## src/rtl/exec_trace_buffer.sv

```systemverilog
// rtl/exec_trace_buffer.sv - circular trace buffer of {pc, alu, mem} captures
// Entries are stored whole and drained as three serial words with valid/ready flow control.
module exec_trace_buffer #(
  parameter int DEPTH  = 16,
  parameter int ADDR_W = 4
) (
  input  logic              clock,
  input  logic              reset,
  input  logic              capture_en,
  input  logic [31:0]       pc_in,
  input  logic [31:0]       alu_in,
  input  logic [31:0]       mem_in,
  input  logic              clear,
  output logic              out_valid,
  input  logic              out_ready,
  output logic [31:0]       out_data,
  output logic [1:0]        out_word,
  output logic              out_last,
  output logic [ADDR_W:0]   level,
  output logic              full,
  output logic              empty,
  output logic              overflow,
  output logic [15:0]       drop_count
);

  localparam logic [ADDR_W:0] FULL_LEVEL = (ADDR_W+1)'(DEPTH);

  logic [95:0]       mem_q [DEPTH];
  logic [ADDR_W-1:0] wr_ptr_q, wr_ptr_d;
  logic [ADDR_W-1:0] rd_ptr_q, rd_ptr_d;
  logic [1:0]        word_q, word_d;
  logic [ADDR_W:0]   level_q, level_d;
  logic              overflow_q, overflow_d;
  logic [15:0]       drop_q, drop_d;

  logic        xfer, pop, push, drop;
  logic [95:0] head;

  assign full  = (level_q == FULL_LEVEL);
  assign empty = (level_q == '0);

  // A pop frees a slot in the same cycle, so a full buffer still accepts then.
  assign xfer = ~empty & out_ready;
  assign pop  = xfer & (word_q == 2'd2);
  assign push = capture_en & (~full | pop);
  assign drop = capture_en & full & ~pop;

  always_comb begin
    wr_ptr_d   = wr_ptr_q;
    rd_ptr_d   = rd_ptr_q;
    word_d     = word_q;
    level_d    = level_q;
    overflow_d = overflow_q;
    drop_d     = drop_q;
    if (xfer) begin
      word_d = (word_q == 2'd2) ? 2'd0 : word_q + 2'd1;
    end
    if (pop) begin
      rd_ptr_d = rd_ptr_q + 1'b1;
    end
    if (push) begin
      wr_ptr_d = wr_ptr_q + 1'b1;
    end
    case ({push, pop})
      2'b10:   level_d = level_q + 1'b1;
      2'b01:   level_d = level_q - 1'b1;
      default: level_d = level_q;
    endcase
    if (drop) begin
      overflow_d = 1'b1;
      if (drop_q != 16'hFFFF) begin
        drop_d = drop_q + 16'd1;
      end
    end
    if (clear) begin
      wr_ptr_d   = '0;
      rd_ptr_d   = '0;
      word_d     = 2'd0;
      level_d    = '0;
      overflow_d = 1'b0;
      drop_d     = 16'd0;
    end
  end

  always_ff @(posedge clock) begin
    if (reset) begin
      wr_ptr_q   <= '0;
      rd_ptr_q   <= '0;
      word_q     <= 2'd0;
      level_q    <= '0;
      overflow_q <= 1'b0;
      drop_q     <= 16'd0;
    end else begin
      wr_ptr_q   <= wr_ptr_d;
      rd_ptr_q   <= rd_ptr_d;
      word_q     <= word_d;
      level_q    <= level_d;
      overflow_q <= overflow_d;
      drop_q     <= drop_d;
    end
  end

  // Storage is not reset; only entries between the pointers are ever presented.
  always_ff @(posedge clock) begin
    if (push && !reset && !clear) begin
      mem_q[wr_ptr_q] <= {pc_in, alu_in, mem_in};
    end
  end

  assign head = mem_q[rd_ptr_q];

  always_comb begin
    out_data = 32'd0;
    if (!empty) begin
      case (word_q)
        2'd0:    out_data = head[95:64];
        2'd1:    out_data = head[63:32];
        2'd2:    out_data = head[31:0];
        default: out_data = 32'd0;
      endcase
    end
  end

  assign out_valid  = ~empty;
  assign out_word   = empty ? 2'd0 : word_q;
  assign out_last   = ~empty & (word_q == 2'd2);
  assign level      = level_q;
  assign overflow   = overflow_q;
  assign drop_count = drop_q;

endmodule

```

## config.mk

```make
export PLATFORM = sky130hd
export DESIGN_NAME = exec_trace_buffer
export DESIGN_NICKNAME = d
export VERILOG_FILES = /design/src/rtl/exec_trace_buffer.sv
export SDC_FILE = /design/constraint.sdc
export NUM_CORES = 1
export LEC_CHECK = 0
export ABC_CLOCK_PERIOD_IN_PS = 15500
export CAP_MARGIN = 20
export CORE_MARGIN = 4
export CORE_UTILIZATION = 48
export CTS_CLUSTER_SIZE = 24
export DETAILED_ROUTE_END_ITERATION = 12
export GPL_TIMING_DRIVEN = 0
export PLACE_DENSITY = 0.73
export SYNTH_ARGS = -nofsm -noshare
export SYNTH_HDL_FRONTEND = slang
export SYNTH_SLANG_ARGS = --single-unit
```

## constraint.sdc

```tcl
create_clock -name clock -period 15.5 [get_ports clock]
set_input_delay 1.55 -clock clock [delete_from_list [all_inputs] [get_ports clock]]
set_output_delay 1.55 -clock clock [all_outputs]
set_load 0.05 [all_outputs]
```

# Word-level counts from Yosys, hierarchy flattened
# Memories as Yosys holds them, arrays and structs flattened. A register that Yosys moved wholly into a read port is not among the register bits.
# Cells that the tools add are included.
[word_totals]
input_bits = 101
n_memories = 1
elab_cells = 47
register_bits = 32
mem_bits_rw = 1536
[classes]
n_mux = 9
n_addsub = 6
reduce_logical = 9
bitwise = 10
eq_ne = 6
[mem_list]
columns = ["memory", "depth", "width", "rd", "rd_ports_with_merged_regs", "wr", "line_no", "text"]
rows = [
  ["mem_q", 16, 96, 1, 1, 1, "28", "logic [95:0] mem_q [DEPTH];"],
]
[op_table]
columns = ["op", "count"]
rows = [
  ["$pmux W32 S3", 1],
  ["$mux W32", 1],
  ["$add A16 B1 Y16 const B", 1],
  ["$ne A16 B16 Y1 const B", 1],
  ["$pmux W5 S2", 1],
  ["$add A4 B1 Y4 const B", 2],
  ["$mux W4", 2],
  ["$and A1 B1 Y1", 6],
  ["$add A5 B1 Y5 const B", 1],
  ["$eq A5 B5 Y1 const B", 1],
  ["$logic_not A5 Y1", 1],
  ["$sub A5 B1 Y5 const B", 1],
  ["$eq A2 B1 Y1 const B", 2],
  ["$eq A2 B2 Y1 const B", 2],
  ["$mux W2", 2],
  ["$not A1 Y1", 3],
  ["$add A2 B1 Y2 const B", 1],
  ["$logic_and A1 B1 Y1", 2],
  ["$logic_not A1 Y1", 2],
  ["$logic_not A2 Y1", 1],
  ["$mux W1", 2],
  ["$reduce_and A2 Y1", 1],
  ["$reduce_bool A2 Y1", 1],
  ["$reduce_or A2 Y1", 1],
  ["$or A1 B1 Y1", 1],
]

# Logic depth before layout (Yosys ltp)
# Gate-level depths: netlist of the first run.
[depth]
ltp_word = 10
mapped_depth = 10

# Least setup slack after synthesis of the first run
# Ideal clock, no wire load.
[synth_timing]
path_kind = "in2reg"
from = "in out_ready"
to = "mem mem_q[0][0], enable pin"
t_required_ps = 14832
path_slack_ps = 5889
n_path_buf = 0
cell_stages = 4
t_arrival_ps = 8943
setup_ps = 668
cell_sequence = "nand3b_1 > a31oi_1 > nand3_1 > nor3_1"
[synth_between]
elab_chain_len = 8
[synth_rtl]
columns = ["item", "line_no", "text"]
rows = [
  ["start: declaration", "15", "input logic out_ready,"],
  ["$and A1 B1 Y1", "43", "assign xfer = ~empty & out_ready;"],
  ["$and A1 B1 Y1", "44", "assign pop = xfer & (word_q == 2'd2);"],
  ["$or A1 B1 Y1", "45", "assign push = capture_en & (~full | pop);"],
  ["$and A1 B1 Y1", "45", ""],
  ["$logic_and A1 B1 Y1 (2 in a row)", "105", "if (push && !reset && !clear) begin"],
  ["$mux W1", "105", ""],
  ["$mux W1 (implied by the code)", "106", "mem_q[wr_ptr_q] <= {pc_in, alu_in, mem_in};"],
  ["end: declaration", "28", ""],
]
# No other way between the ends.

==> flow_summary.yaml, run 1 <==
run_status:
  status: "completed"
yosys:
  syn-cell-area_um2: 60280
  synth_seq_cells: 1572
  yosys_most_used_dff: "edfxtp_1"
  postSynth.asyncResetShare_pct: 0
  synthTopCellsByArea: "edfxtp_1, mux4_2, mux2_2, mux2i_1, dfxtp_1"
  syn_inst: 3026
  synth.distinct_cells: 64
  synth_common_cells: "edfxtp_1, mux4_2, mux2i_1"
  seq_area_frac_synth_pct: 77.72
  syn_nets: 3135
  yosys_warnings: 0
  syn-mean-instance-area_um2: 19.92
  synth_top_area_cell: "edfxtp_1"
  yosys.area.top_type_share_pct: 76.52
  synth_edf_count: 1536
  yosysMostFrequentCell: "edfxtp_1"
cts:
  holdBufCountCts: 0
  clk_latency_ns: 0.76
  clkSlewWorstSetupHoldPaths_ns: 0.06
  clock-root-buffer: "clkbuf_16"
  htreeDepth: 4
  clockBufferDepth: 3
  numCtsBuffers: 154
  cts_tree: "done"
  cts_resized: 0
  postCtsSetupRepairBufs: 0
  cts_sinks: 1572
floorplanning:
  core_um2: 124300
  start_util_pct: 48.50
  fp.dieW_um: 362.4
  die_y_um: 362.4
  die_area_um2: 131300
  std_cell_rows: 129
  pin_count: 161
route:
  routed_wl_um: 162800
  via_count: 32788
  met2_length_um: 74970
  wl_met1_um: 60470
  highest_layer: "met5"
  firstDrtPassIters: 5
  avgViaCountPerCell: 6.282
  drt_drc_violations_left: 0
  routedWlPerCell_um: 31.20
  first_iter_violations: 5093
  met3_length_um: 19660
  postRouteAntennaNets: 0
sta:
  fmax_mhz: 136.0
  hold_viol: 0
  setup_tns_ns: 0
  drv_slew: 0
  final.setup_skew_ns: 0.02876
  setup-violations-final: 0
  max_slew.worst_pin.slew_ns: 1.285
  period_needed_ns: 7.352
  rsz0062_at_grt: "false"
  slew_headroom_pct: 13.52
  fin_crit_sh_pct: 47.43
global_routing:
  antenna_found_initial: 31
  track_usage_pct: 24.62
  grt_pass1_wl_um: 232100
  grt-ovfl-total: 0
  grt_pass1_vias: 32536
  grt_start_max_net_pins: 27
worst_setup_path:
  cp_max_fo: 10
  cp-end-kind: "primary output"
  startpoint_type: "flip-flop"
  worst-setup-path-type: "reg -> out"
  crit_required_ns: 13.95
  cp.arrival_ns: 5.80
  reg2reg_depth: 10
power:
  p_leak_nw: 21.78
  vdd_drop_max_uv: 91.08
  p_per_area_nw_per_um2: 119.0
  total_power_mw: 8.403
place:
  place_area_um2: 65750
  placedCellCount: 4928
  hpwl_um: 108800
  place_congestion: 0.8179
  io_buffer_count: 160
layout:
  fin_nets: 3563
  fill_cells: 9059
  final_util_pct: 56.80
  drive_gt1_share_pct: 21.43
  final_cells: 5219
  area_growth_pct: 17.12
  final_area_um2: 70600
job:
  drv_cap: 0
hold_path:
  hold_depth: 2
  hold_class: "reg -> reg"
power by group:
group	internal, mW	leakage, nW	switching (mW)
Sequential	4.67	14.1	0.00329
Combinational	0.0534	5.36	0.121
Clock	2.01	2.32	1.54
cells by family (layout without fill, tap and decap cells):
family                     count (synthesis)  count (layout)  share of synthesized area [%]
AOI/OAI and AO/OA                        374             374                          4.318
xor gates and xnor gates                  17              17                         0.2470
adders and majority gates                  8               8                         0.1661
buffers and inverters                    185             728                          1.343
DFF                                     1572            1572                          77.72
muxes                                    507             507                          13.11
other                                      0              13                              0
and+or+nand+nor                          363             363                          3.097
layout by cell type, fill, tap and decap left out, types with 9 or more instances in the layout:
cell,count
nor2_1,77
buf_12,41
clkinv_1,37
clkinv_2,25
nor4_1,18
buf_1,26
and3_1,31
mux2_2,142
nor3_1,42
buf_2,63
clkdlybuf4s50_1,160
xnor2_1,11
edfxtp_1,1536
dfxtp_1,36
bufinv_16,9
buf_8,10
nand2_1,82
o22ai_1,100
o311ai_0,28
clkbuf_1,116
o221ai_1,30
buf_6,47
a211oi_1,9
or4_1,30
mux2i_1,153
mux4_2,212
a221o_1,11
nor2_4,12
a21oi_1,77
clkbuf_16,158
diode_2,13
inv_1,11
buf_16,11
a22oi_1,89
nand3_1,16
sequential cells by signal, summed over array words and instances (netlist names), named ones only:
signal and cells:
wr_ptr_q 4, word_q 2, overflow 1, mem_q 1536, drop_count 16, rd_ptr_q 4
level 5
area by class of cell:
| type | count | area (um^2) | share of cell area (%) |
|---|---|---|---|
| multi-input cells | 1269 | 12730 | 18.04 |
| diodes | 13 | 32.53 | 0.04608 |
| flip-flops and latches | 1572 | 46840 | 66.35 |
| clock inverters | 78 | 641.9 | 0.9092 |
| plain buffers | 173 | 764.5 | 1.083 |
| well taps | 1637 | 2048 | 2.901 |
| inverters | 12 | 45.04 | 0.06380 |
| repair buffers | 272 | 3402 | 4.819 |
| clock buffers | 193 | 4085 | 5.787 |
worst max-delay path, stage by stage, from the launching register on:
cell	delay (ns)
dfxtp_1	0.41
clkbuf_1	0.83
or3_1	0.21
clkbuf_1	0.48
clkbuf_1	0.61
o22ai_1	0.20
nor4_1	0.94
or4_1	0.47
clkdlybuf4s50_1	0.88
through the flow:
step / setup slack, ns / hold slack [ns]
2_1_floorplan: 5.889 / 0.4847
6_report: 8.148 / 0.4568
4_1_cts: 8.142 / 0.4565
5_1_grt: 8.063 / 0.4859
3_3_place_gp: -2.989 / 0.4389
3_5_place_dp: 8.976 / 0.4373
per-layer routing:
metal | track usage (%) | vias to the layer above
li1 | - | 13454
met1 | 33.29 | 16825
met2 | 37.91 | 2139
met3 | 6.935 | 356
met4 | 10.44 | 14
met5 | 0 | -
path summary, 6_finish.rpt:
path              startpoint      endpoint  slack (ns)
hold reg to reg     overflow      overflow        0.46
setup reg to reg   word_q[1]  mem_q[3][80]       11.26
hold / removal      overflow      overflow        0.46
setup / recovery   flip-flop  out_data[28]        8.15
Note: power is estimated with default switching activity, not from simulation.
==> run 2, diff against run 1 <==
ABC_CLOCK_PERIOD_IN_PS = 6800   (was 15500)
clock period = 6.8 ns   (was 15.5 ns; I/O delays follow)
==> flow_summary.yaml, run 2 (synthesis results as in run 1) <==
cts:
  clkSlewWorstSetupHoldPaths_ns: 0.06
  cts_resized: 0
  cts_tree: "done"
  htreeDepth: 4
  holdBufCountCts: 0
  numCtsBuffers: 156
  clk_latency_ns: 0.76
  clock-root-buffer: "clkbuf_16"
  cts_sinks: 1572
  clockBufferDepth: 3
  postCtsSetupRepairBufs: 0
worst_setup_path:
  crit_required_ns: 6.12
  cp_max_fo: 10
  cp.arrival_ns: 5.78
  cp-end-kind: "primary output"
  worst-setup-path-type: "reg -> out"
  startpoint_type: "flip-flop"
floorplanning:
  pin_count: 161
  start_util_pct: 48.50
  die_y_um: 362.4
  std_cell_rows: 129
  core_um2: 124300
  fp.dieW_um: 362.4
  die_area_um2: 131300
job:
  drv_cap: 0
power:
  vdd_drop_max_uv: 214.7
  total_power_mw: 19.53
  p_leak_nw: 21.89
  p_per_area_nw_per_um2: 274.9
global_routing:
  grt-ovfl-total: 0
  grt_pass1_wl_um: 233400
  antenna_found_initial: 33
  use_met3_pct: 7.402
  grt_busiest_layer: "met2"
  met1_usage_pct: 33.50
  grt_pass1_vias: 32199
  track_usage_pct: 24.90
  grt_start_max_net_pins: 28
  grt_use_met2_pct: 38.63
sta:
  rsz0062_at_grt: "false"
  hold_viol: 0
  setup-violations-final: 0
  worst_slack_ns: 0.3415
  fmax_mhz: 154.8
  max_slew.worst_pin.slew_ns: 1.221
  slew_headroom_pct: 18.60
  final.setup_skew_ns: 0.03142
  period_needed_ns: 6.459
  whs_ns: 0.4484
  fin_crit_sh_pct: 94.98
  drv_slew: 0
layout:
  layout_commonest_cell: "edfxtp_1"
  drive_gt1_share_pct: 21.40
  most-common-layout-cells: "edfxtp_1, mux4_2, clkbuf_16, clkdlybuf4s50_1, mux2i_1"
  largest_reg_flops: 1536
  regMostFlops: "mem_q"
  fin_nets: 3550
  area_growth_pct: 17.88
  fill_cells: 8914
  final_cells: 5209
place:
  placedCellCount: 4915
  dp_slack_ns: 1.198
  hpwl_um: 109000
  place_congestion: 0.8369
  io_buffer_count: 160
route:
  routed_wl_um: 165100
  postRouteAntennaNets: 0
  via_count: 32792
  avgViaCountPerCell: 6.295
  first_iter_violations: 4801
  firstDrtPassIters: 6
  routedWlPerCell_um: 31.70
  drt_drc_violations_left: 0
run_status:
  status: "completed"
hold_path:
  hold_class: "reg -> reg"
run 2: changes by cell type in the layout (fill, tap and decap cells not counted), moves of 3 or more:
| cell | before | now |
|---|---|---|
| buf_16 | 11 | 29 |
| buf_6 | 47 | 5 |
| buf_8 | 10 | 19 |
| bufinv_16 | 9 | 17 |
| clkbuf_1 | 116 | 105 |
| clkinv_2 | 25 | 20 |
| diode_2 | 13 | 20 |
| inv_6 | 2 | 5 |
| nor3_2 | 4 | 0 |
| nor3_4 | 0 | 4 |
run 2: path summary, 6_finish.rpt:
kind                                      end  cells after the start  slack, ns      start
worst min-delay path                 overflow                      2       0.45   overflow
worst min register to register       overflow                      2       0.45   overflow
worst max register to register  mem_q[12][87]                      7       2.93  word_q[1]
worst max-delay path             out_data[12]                      8       0.34  flip-flop
run 2: area by class of cell:
| class | instances | area [um^2] | share of cell area (%) |
|---|---|---|---|
| diodes | 20 | 50.05 | 0.07043 |
| flip-flops and latches | 1572 | 46840 | 65.93 |
| inverters | 12 | 45.04 | 0.06339 |
| repair buffers | 257 | 3585 | 5.045 |
| clock buffers | 184 | 4094 | 5.762 |
| well taps | 1637 | 2048 | 2.883 |
| clock inverters | 85 | 865.8 | 1.219 |
| multi-input cells | 1269 | 12760 | 17.96 |
| plain buffers | 173 | 764.5 | 1.076 |
run 2: routing by layer:
metal  up-vias  part of all wire [%]
met5         -                 0.065
met4        18                   3.8
met3       329                    12
met2      2076                    47
met1     16931                    37
li1      13438                     -
run 2: stage by stage:
step | cell area [um^2] | TNS (ns) | util (%)
2_1_floorplan | 60300 | 0 | -
3_3_place_gp | 63950 | -7176.61 | 51.45
3_5_place_dp | 65980 | 0 | 53.09
4_1_cts | 70940 | 0 | 57.08
5_1_grt | 71010 | 0 | 57.14
6_report | 71060 | 0 | 57.17
run 2: report_power, final:
part / total [mW] / internal, mW / switching [mW]
Combinational: 0.403 / 0.126 / 0.277
Sequential: 10.7 / 10.7 / 0.00760
Clock: 8.47 / 4.93 / 3.54
Total: 19.5 / 15.7 / 3.82
run 2: worst max-delay path, cell delays in order (launching register included):
cell,delay (ns)
dfxtp_1,0.38
clkbuf_1,0.66
nor2b_1,0.24
clkbuf_1,0.60
clkbuf_1,0.75
a22oi_1,0.27
a21oi_1,0.99
or4_1,0.29
clkdlybuf4s50_1,0.82
